**src/rtl/w450_io.sv**
```systemverilog
// w450_io: memory-mapped I/O responder for the w450 data-side bus.
// Decodes an 8-byte window at IO_BASE and provides a done/halt register,
// a free-running cycle counter, a status register and a small output FIFO.
module w450_io #(
    parameter int             n          = 8,
    parameter logic [n-1:0]   IO_BASE    = 8'hF8,
    parameter int             FIFO_DEPTH = 4
) (
    input  logic         clk,
    input  logic         reset,
    input  logic [n-1:0] wr_data,
    input  logic [n-1:0] wr_addr,
    input  logic         wr_en,
    input  logic [n-1:0] rd_addr,
    output logic [n-1:0] rd_data,
    output logic         io_hit,
    output logic [n-1:0] out_data,
    output logic         out_valid,
    input  logic         out_ready,
    output logic         done,
    output logic [n-1:0] done_code
);

    localparam int PW = $clog2(FIFO_DEPTH);
    localparam int CW = PW + 1;

    localparam logic [2:0] OFF_CYCLE  = 3'd4;
    localparam logic [2:0] OFF_STATUS = 3'd5;
    localparam logic [2:0] OFF_OUT    = 3'd6;
    localparam logic [2:0] OFF_DONE   = 3'd7;

    logic [n-1:0]  done_code_reg;
    logic [n-1:0]  cyc_reg;
    logic          overflow_reg;
    logic [PW-1:0] wr_ptr_reg;
    logic [PW-1:0] rd_ptr_reg;
    logic [CW-1:0] count_reg;
    logic [n-1:0]  fifo_mem [FIFO_DEPTH];

    logic          wr_hit;
    logic          wr_cycle;
    logic          wr_status;
    logic          wr_out;
    logic          wr_done;
    logic          full;
    logic          pop;
    logic          push;
    logic          drop;
    logic [2:0]    count3;
    logic [n-1:0]  status_word;

    // Write-side address decode; the window is aligned so only the upper bits compare.
    assign wr_hit    = wr_en && (wr_addr[n-1:3] == IO_BASE[n-1:3]);
    assign wr_cycle  = wr_hit && (wr_addr[2:0] == OFF_CYCLE);
    assign wr_status = wr_hit && (wr_addr[2:0] == OFF_STATUS);
    assign wr_out    = wr_hit && (wr_addr[2:0] == OFF_OUT);
    assign wr_done   = wr_hit && (wr_addr[2:0] == OFF_DONE);

    // FIFO handshake: a pop frees a slot in the same cycle, so a full FIFO can still accept.
    assign full      = (count_reg == CW'(FIFO_DEPTH));
    assign out_valid = (count_reg != '0);
    assign pop       = out_valid && out_ready;
    assign push      = wr_out && (!full || pop);
    assign drop      = wr_out && full && !pop;
    assign out_data  = fifo_mem[rd_ptr_reg];

    // done is simply bit 0 of the last DONE value written.
    assign done      = done_code_reg[0];
    assign done_code = done_code_reg;

    // Done/halt register.
    always_ff @(posedge clk) begin
        if (reset) begin
            done_code_reg <= '0;
        end else if (wr_done) begin
            done_code_reg <= wr_data;
        end
    end

    // Cycle counter: a CYCLE store takes priority over the increment.
    always_ff @(posedge clk) begin
        if (reset) begin
            cyc_reg <= '0;
        end else if (wr_cycle) begin
            cyc_reg <= wr_data;
        end else if (!done) begin
            cyc_reg <= cyc_reg + 1'b1;
        end
    end

    // Sticky overflow flag; set on a dropped byte, cleared by writing STATUS with the top bit set.
    always_ff @(posedge clk) begin
        if (reset) begin
            overflow_reg <= 1'b0;
        end else if (drop) begin
            overflow_reg <= 1'b1;
        end else if (wr_status && wr_data[n-1]) begin
            overflow_reg <= 1'b0;
        end
    end

    // FIFO pointers and occupancy; pointers wrap naturally at the power-of-2 depth.
    always_ff @(posedge clk) begin
        if (reset) begin
            wr_ptr_reg <= '0;
            rd_ptr_reg <= '0;
            count_reg  <= '0;
        end else begin
            if (push) begin
                wr_ptr_reg <= wr_ptr_reg + 1'b1;
            end
            if (pop) begin
                rd_ptr_reg <= rd_ptr_reg + 1'b1;
            end
            case ({push, pop})
                2'b10:   count_reg <= count_reg + 1'b1;
                2'b01:   count_reg <= count_reg - 1'b1;
                default: count_reg <= count_reg;
            endcase
        end
    end

    // FIFO storage: each entry captures the store data when the write pointer selects it.
    generate
        for (genvar gi = 0; gi < FIFO_DEPTH; gi++) begin : g_fifo
            always_ff @(posedge clk) begin
                if (push && (wr_ptr_reg == PW'(gi))) begin
                    fifo_mem[gi] <= wr_data;
                end
            end
        end
    endgenerate

    // STATUS layout: overflow in the top bit, full in bit 3, occupancy in bits 2:0.
    always_comb begin
        count3         = 3'(count_reg);
        status_word    = '0;
        status_word[n-1] = overflow_reg;
        status_word[3]   = full;
        status_word[2:0] = count3;
    end

    // Zero-latency read mux; anything outside the window or in the reserved slots reads 0.
    always_comb begin
        io_hit  = (rd_addr[n-1:3] == IO_BASE[n-1:3]);
        rd_data = '0;
        if (io_hit) begin
            case (rd_addr[2:0])
                OFF_DONE:   rd_data = {{(n-1){1'b0}}, done};
                OFF_STATUS: rd_data = status_word;
                OFF_CYCLE:  rd_data = cyc_reg;
                default:    rd_data = '0;
            endcase
        end
    end

endmodule

```
**config.mk**
```make
export PLATFORM = sky130hd
export DESIGN_NAME = w450_io
export DESIGN_NICKNAME = d
export VERILOG_FILES = /design/src/rtl/w450_io.sv
export SDC_FILE = /design/constraint.sdc
export NUM_CORES = 1
export LEC_CHECK = 0
export ABC_CLOCK_PERIOD_IN_PS = 2000
export BUFFER_PORTS_ARGS = -buffer_cell sky130_fd_sc_hd__buf_2
export CAP_MARGIN = 25
export CORE_ASPECT_RATIO = 1.4
export CORE_MARGIN = 3
export CORE_UTILIZATION = 54
export DETAILED_ROUTE_END_ITERATION = 10
export GPL_TIMING_DRIVEN = 0
export PLACE_DENSITY_LB_ADDON = 0.08
export SETUP_SLACK_MARGIN = 0.05
export SLEW_MARGIN = 20
export SYNTH_ARGS = -nofsm -noshare
export SYNTH_HDL_FRONTEND = slang
export SYNTH_SLANG_ARGS = --single-unit
```
**constraint.sdc**
```tcl
create_clock -name clk -period 2 [get_ports clk]
set_input_delay 0.1 -clock clk [delete_from_list [all_inputs] [get_ports clk]]
set_output_delay 0.1 -clock clk [all_outputs]
set_load 0.005 [all_outputs]
```
==> Word-level counts from Yosys, hierarchy flattened <==
Memory sizes are Yosys's and may differ from the RTL's. A register that Yosys moved wholly into a read port is not among the register bits.
Index checks and enable logic that the tools add are counted.
{ "op_classes": {"n_eq_ne": 16, "mul": 0, "div_mod_pow": 0, "bitwise": 0, "n_lt_le_gt_ge": 0, "muxes": 26, "shift": 0, "reduce_logical": 24, "addsub": 5} }
{ "op_table": {"columns": ["operator", "count"], "rows": [
  ["2-to-1 mux 8 bit", 6],
  ["== test 3 bit (second input constant)", 8],
  ["case mux 8 bit (3 select lines)", 1],
  ["OR reduction 8 bit", 3],
  ["logical AND 1 bit", 14],
  ["2-to-1 mux 1 bit", 13],
  ["== test 5 bit (second input constant)", 2],
  ["2-to-1 mux 2 bit", 5],
  ["adder 8 x 1 -> 8 bit (second input constant)", 1],
  ["== test 2 bit (second input constant)", 3],
  ["case mux 3 bit (2 select lines)", 1],
  ["adder 2 x 1 -> 2 bit (second input constant)", 2],
  ["== test 2 x 1 -> 1 bit (second input constant)", 2],
  ["nonzero test 2 bit", 2],
  ["adder 3 x 1 -> 3 bit (second input constant)", 1],
  ["nonzero test 3 bit", 1],
  ["subtractor 3 x 1 -> 3 bit (second input constant)", 1],
  ["zero test 1 bit", 2],
  ["zero test 2 bit", 1],
  ["inequality test 2 x 1 -> 1 bit (second input constant)", 1],
  ["logical OR 1 bit", 1]
]} }
{ "word_totals": {"register_bits": 24, "inputBits": 28, "elab_cells": 78, "ram_bits": 32, "output_inout_bits": 27, "rom_bits": 0, "mem_count": 1, "latchBits": 0} }
{ "memory_table": {"columns": ["name", "words", "word_bits", "read_ports", "rd_ports_with_merged_regs", "write_ports", "line", "source"], "rows": [
  ["fifo_mem", 4, 8, 1, 1, 1, "38", "logic [n-1:0] fifo_mem [FIFO_DEPTH];"]
]} }

==> Depth between registers and ports, before layout <==
{ "logic_depth": {"depth_word": 11, "ltp_mapped": 7, "mapped_depth_nobuf": 7} }

==> Worst setup path before layout <==
No wires, ideal clock.
{ "synth_timing": {"path_kind": "register to register", "start": "register count_reg[2] (netlist: count3[2])", "end": "register count_reg[2] (netlist: count3[2])", "synth_period_minus_slack_ns": 1.832, "path_stages_with_launch": 7, "setup_ns": 0.121, "setup_slack_ns": 0.168, "t_arrival_ns": 1.711, "required_time_ns": 1.879, "path_buffers": 0, "cell_sequence": "dfxtp_1 > o31a_1 > nand2_1 > fa_1 > o311a_1 > a31oi_1 > mux2_2"} }
{ "synth_via": {"elab_chain_len": 6, "word_cells_on_any_way": 12, "classes_between": "add/sub (2); eq/ne (3); mux (1); reduce/logical (6)"} }
{ "synth_lines": {"columns": ["item", "line", "source"], "rows": [
  ["start, declared", "37", "logic [CW-1:0] count_reg;"],
  ["start signal, assigned", "116", "2'b10: count_reg <= count_reg + 1'b1;"],
  ["start signal, assigned", "117", "2'b01: count_reg <= count_reg - 1'b1;"],
  ["start signal, assigned", "118", "default: count_reg <= count_reg;"],
  ["== test 3 bit or nonzero test 3 bit (tied branches)", "60, 61", null],
  ["zero test 1 bit or logical AND 1 bit (tied branches)", "63, 62", null],
  ["logical OR 1 bit", "63", "assign push = wr_out && (!full || pop);"],
  ["logical AND 1 bit", "63", null],
  ["== test 2 x 1 -> 1 bit or == test 2 bit (tied branches)", "115", "case ({push, pop})"],
  ["case mux 3 bit (2 select lines) or nonzero test 2 bit (tied branches)", null, null]
]} }
Several ways; a longest one is shown, not always the timed one.
A chain may end at the register's enable or synchronous reset.

==> Worst setup path in the final report <==
{ "layout_timing": {"start": "register count_reg[0] (netlist: count3[0])", "end": "register count_reg[2] (netlist: count3[2])"} }
The elaborated chain is that of the path after synthesis.

==> results.sh <==
export IMPL_rsz0062_at_grt="false"
export IMPL_proportion_of_layout_cells_with_a_drive_suffix_above_1_pct=33.8
export IMPL_largest_register_ffs=32
export IMPL_core_area_sq_um=4610
export IMPL_maxClockFrequency_mhz=533
export IMPL_gr_usage_met3_pct=5.59
export IMPL_placed_cell_area_sq_um=2950
export IMPL_hold_worst_slack_ns=0.0369
export IMPL_grt_pass1_vias=1732
export IMPL_antenna_diode_count=0
export IMPL_nets=304
export IMPL_clkSinkCount=58
export IMPL_initialDrtViolationCount=71
export IMPL_initial_core_util_pct=56.8
export IMPL_busiest_layer="met2"
export IMPL_tritoncts_num_buffers=9
export IMPL_synthCells=206
export IMPL_buffer_ports_inserted=52
export IMPL_cp_max_fo=6
export IMPL_finalHoldViolCount=0
export IMPL_critPathRequiredTime_ns=2.20
export IMPL_synth_avg_cell_area_sq_um=12.7
export IMPL_wire_length_of_the_first_global_routing_pass_microns=8080
export IMPL_dpl_hpwl_microns=3630
export IMPL_fin_skew_ns=0.00581
export IMPL_synth_to_layout_area_growth_pct=19.5
export IMPL_wirelength_microns=4910
export IMPL_synth_warning_count=0
export IMPL_ys_seq_elements=58
export IMPL_timing_worst_setup_path_type="reg2reg"
export IMPL_mappedNetlistNets=240
export IMPL_grt_antenna_before_repair=0
export IMPL_met2_usage_pct=31.8
export IMPL_drt_pass1_iter_count=5
export IMPL_met1_usage_pct=22.8
export IMPL_gp_congestion=0.745
export IMPL_setup_viol_count_final=0
export IMPL_floorplan_rows=29
export IMPL_power_density_nw_per_um2=832
export IMPL_cap_viol_max_count=0
export IMPL_yosysSeqAreaShare_pct=56.6
export IMPL_clock_tree_root_cell="sky130_fd_sc_hd__clkbuf_8"
export IMPL_full_die_area_sq_um=5730
export IMPL_grtUsageTotal_pct=19.0
export IMPL_period_needed_ns=1.88
export IMPL_chipHeight_microns=88.4
export IMPL_count_of_antenna_violating_nets_left_after_detailed_routing=0
export IMPL_post_synthesis_cell_area_sq_um=2620
export IMPL_wl_per_cell_microns=14.6
export IMPL_route_detailed_drc=0
export IMPL_final_min_period_over_clock_period_pct=93.8
export IMPL_detailroute_via_count=1773
export IMPL_grt_start_max_net_pins=11
export IMPL_insertion_delay_ns=0.32
export IMPL_fin_area_sq_um=3130
export IMPL_worst_setup_path_end_kind="register"
export IMPL_leakagePower_nw=1.16
export IMPL_detail_route_vias_per_cell=5.26
export IMPL_htree_levels=3
export IMPL_die_width_microns=64.8
export IMPL_finalMaxSlewViolations=0
export IMPL_timing_slew_headroom_pct=33.8
export IMPL_setup_worst_path_start_class="register"
export IMPL_final_setup_tns_ns=0
export IMPL_fin_total_pwr_mw=2.60
export IMPL_clock_tree_from_tritoncts="built"
export IMPL_maximum_clock_insertion_buffer_count=2
export IMPL_yosysUniqueCellTypes=40
export IMPL_worst_hold_path_type="in2reg"
export IMPL_clk_transition_reported_paths_ns=0.06
export IMPL_max_slew_worst_pin_slew_ns=0.988
export IMPL_run_status="finished clean"
export IMPL_num_io_pins=55
export IMPL_vdd_ir_drop_max_mv=0.414
export IMPL_leftover_overflow_at_the_end_of_global_routing=0
export IMPL_worstPathArrival_ns=2.08
## synthesized netlist by cell type, drive strengths merged
cell / count / share of area, %
or3: 2 / 0.48
or4b: 1 / 0.38
mux4: 8 / 6.9
o311a: 1 / 0.38
nand4b: 2 / 0.67
a211oi: 7 / 3.3
or4: 1 / 0.29
nand2b: 3 / 0.72
inv: 4 / 0.57
clkbuf: 4 / 0.57
edfxtp: 32 / 37
o31a: 1 / 0.33
nand3b: 1 / 0.29
buf: 6 / 1.4
nor3: 3 / 0.96
xor2: 4 / 1.3
nand3: 6 / 1.1
nor2: 35 / 5.0
and3: 4 / 0.96
dfxtp: 26 / 20
nor4b: 2 / 0.67
o21ai: 3 / 0.57
nor2b: 1 / 0.24
a22oi: 1 / 0.29
mux2i: 14 / 5.4
and2: 3 / 0.72
fa: 1 / 0.77
a31oi: 1 / 0.24
mux2: 3 / 1.3
a21oi: 4 / 0.77
nand4: 2 / 1.1
ha: 5 / 2.4
xnor2: 5 / 1.7
o41ai: 1 / 0.33
nand2: 9 / 1.3
## kinds of logic after synthesis
kind of cell | after synthesis | share of synthesized area (%)
buffers and inverters | 14 | 2.53
multiplexers | 25 | 13.5
AO/OA/AOI/OAI | 19 | 6.27
AND/OR/NAND/NOR | 75 | 14.9
flip-flops | 58 | 56.6
XOR/XNOR | 9 | 3.01
adder cells (fa/ha/maj) | 6 | 3.16
## power breakdown
group / internal [mW] / switching [mW] / total [mW]
Combinational: 0.213 / 0.195 / 0.408
Clock: 0.440 / 0.420 / 0.860
Sequential: 1.29 / 0.0395 / 1.33
Total: 1.95 / 0.655 / 2.60
## worst paths after layout
| check | start | endpoint | slack, ns | cells after the start |
|---|---|---|---|---|
| setup reg to reg | count3[0]$_SDFFE_PP0P_ | count3[2]$_SDFFE_PP0P_ | 0.12 | 6 |
| hold / removal | wr_data[0] | fifo_mem[3][0]$_DFFE_PP_ | 0.04 | 1 |
| hold reg to reg | overflow_reg$_SDFFE_PP0P_ | overflow_reg$_SDFFE_PP0P_ | 0.48 | 2 |
| setup / recovery | count3[0]$_SDFFE_PP0P_ | count3[2]$_SDFFE_PP0P_ | 0.12 | 6 |
## final cells by class
| class | instances | area, sq um |
|---|---|---|
| Buffer | 10 | 51.3 |
| Clock buffer | 12 | 135 |
| Clock inverter | 4 | 20.0 |
| Fill cell | 386 | 1480 |
| Inverter | 4 | 15.0 |
| Multi-Input combinational cell | 134 | 1070 |
| Sequential cell | 58 | 1480 |
| Tap cell | 62 | 77.6 |
| Timing Repair Buffer | 53 | 268 |
## placed cells by master (no fill, tap or decap), drive strengths merged, types with 4 or more instances in the layout
| cell | count |
|---|---|
| a211oi | 7 |
| a21oi | 4 |
| and3 | 4 |
| buf | 59 |
| clkbuf | 16 |
| dfxtp | 26 |
| edfxtp | 32 |
| ha | 5 |
| inv | 4 |
| mux2i | 14 |
| mux4 | 8 |
| nand2 | 9 |
| nand3 | 6 |
| nor2 | 35 |
| xnor2 | 5 |
| xor2 | 4 |
## critical path, cell delays in order (launching register included)
cell                      delay, ns
sky130_fd_sc_hd__dfxtp_1       0.42
sky130_fd_sc_hd__o31a_1        0.23
sky130_fd_sc_hd__nand2_1       0.09
sky130_fd_sc_hd__fa_1          0.40
sky130_fd_sc_hd__o311a_1       0.12
sky130_fd_sc_hd__a31oi_1       0.16
sky130_fd_sc_hd__mux2_2        0.34
## per-stage QoR
stage / worst slack, ns / utilization (%) / instances
final: 0.125 / 67.8 / 337
after global routing: 0.0671 / 67.8 / 337
after CTS: 0.128 / 67.6 / 337
after detailed placement: -0.0113 / 64.1 / 320
after global placement: -0.0392 / 64.1 / 320
after floorplan: 0.168 / - / 206
## layer usage
| metal | routed length, microns | vias up |
|---|---|---|
| met5 | 0 | - |
| met2 | 2520 | 60 |
| met4 | 111 | 0 |
| met1 | 2010 | 822 |
| li1 | - | 881 |
| met3 | 262 | 10 |
## timing repair
action / CTS / global route
pin swaps: 1 / 0
hold buffers: 0 / 0
gates resized for setup: 0 / 3
setup endpoints to repair: 1 / 3
setup buffers: 1 / 0
(Power assumes the default switching activity.)
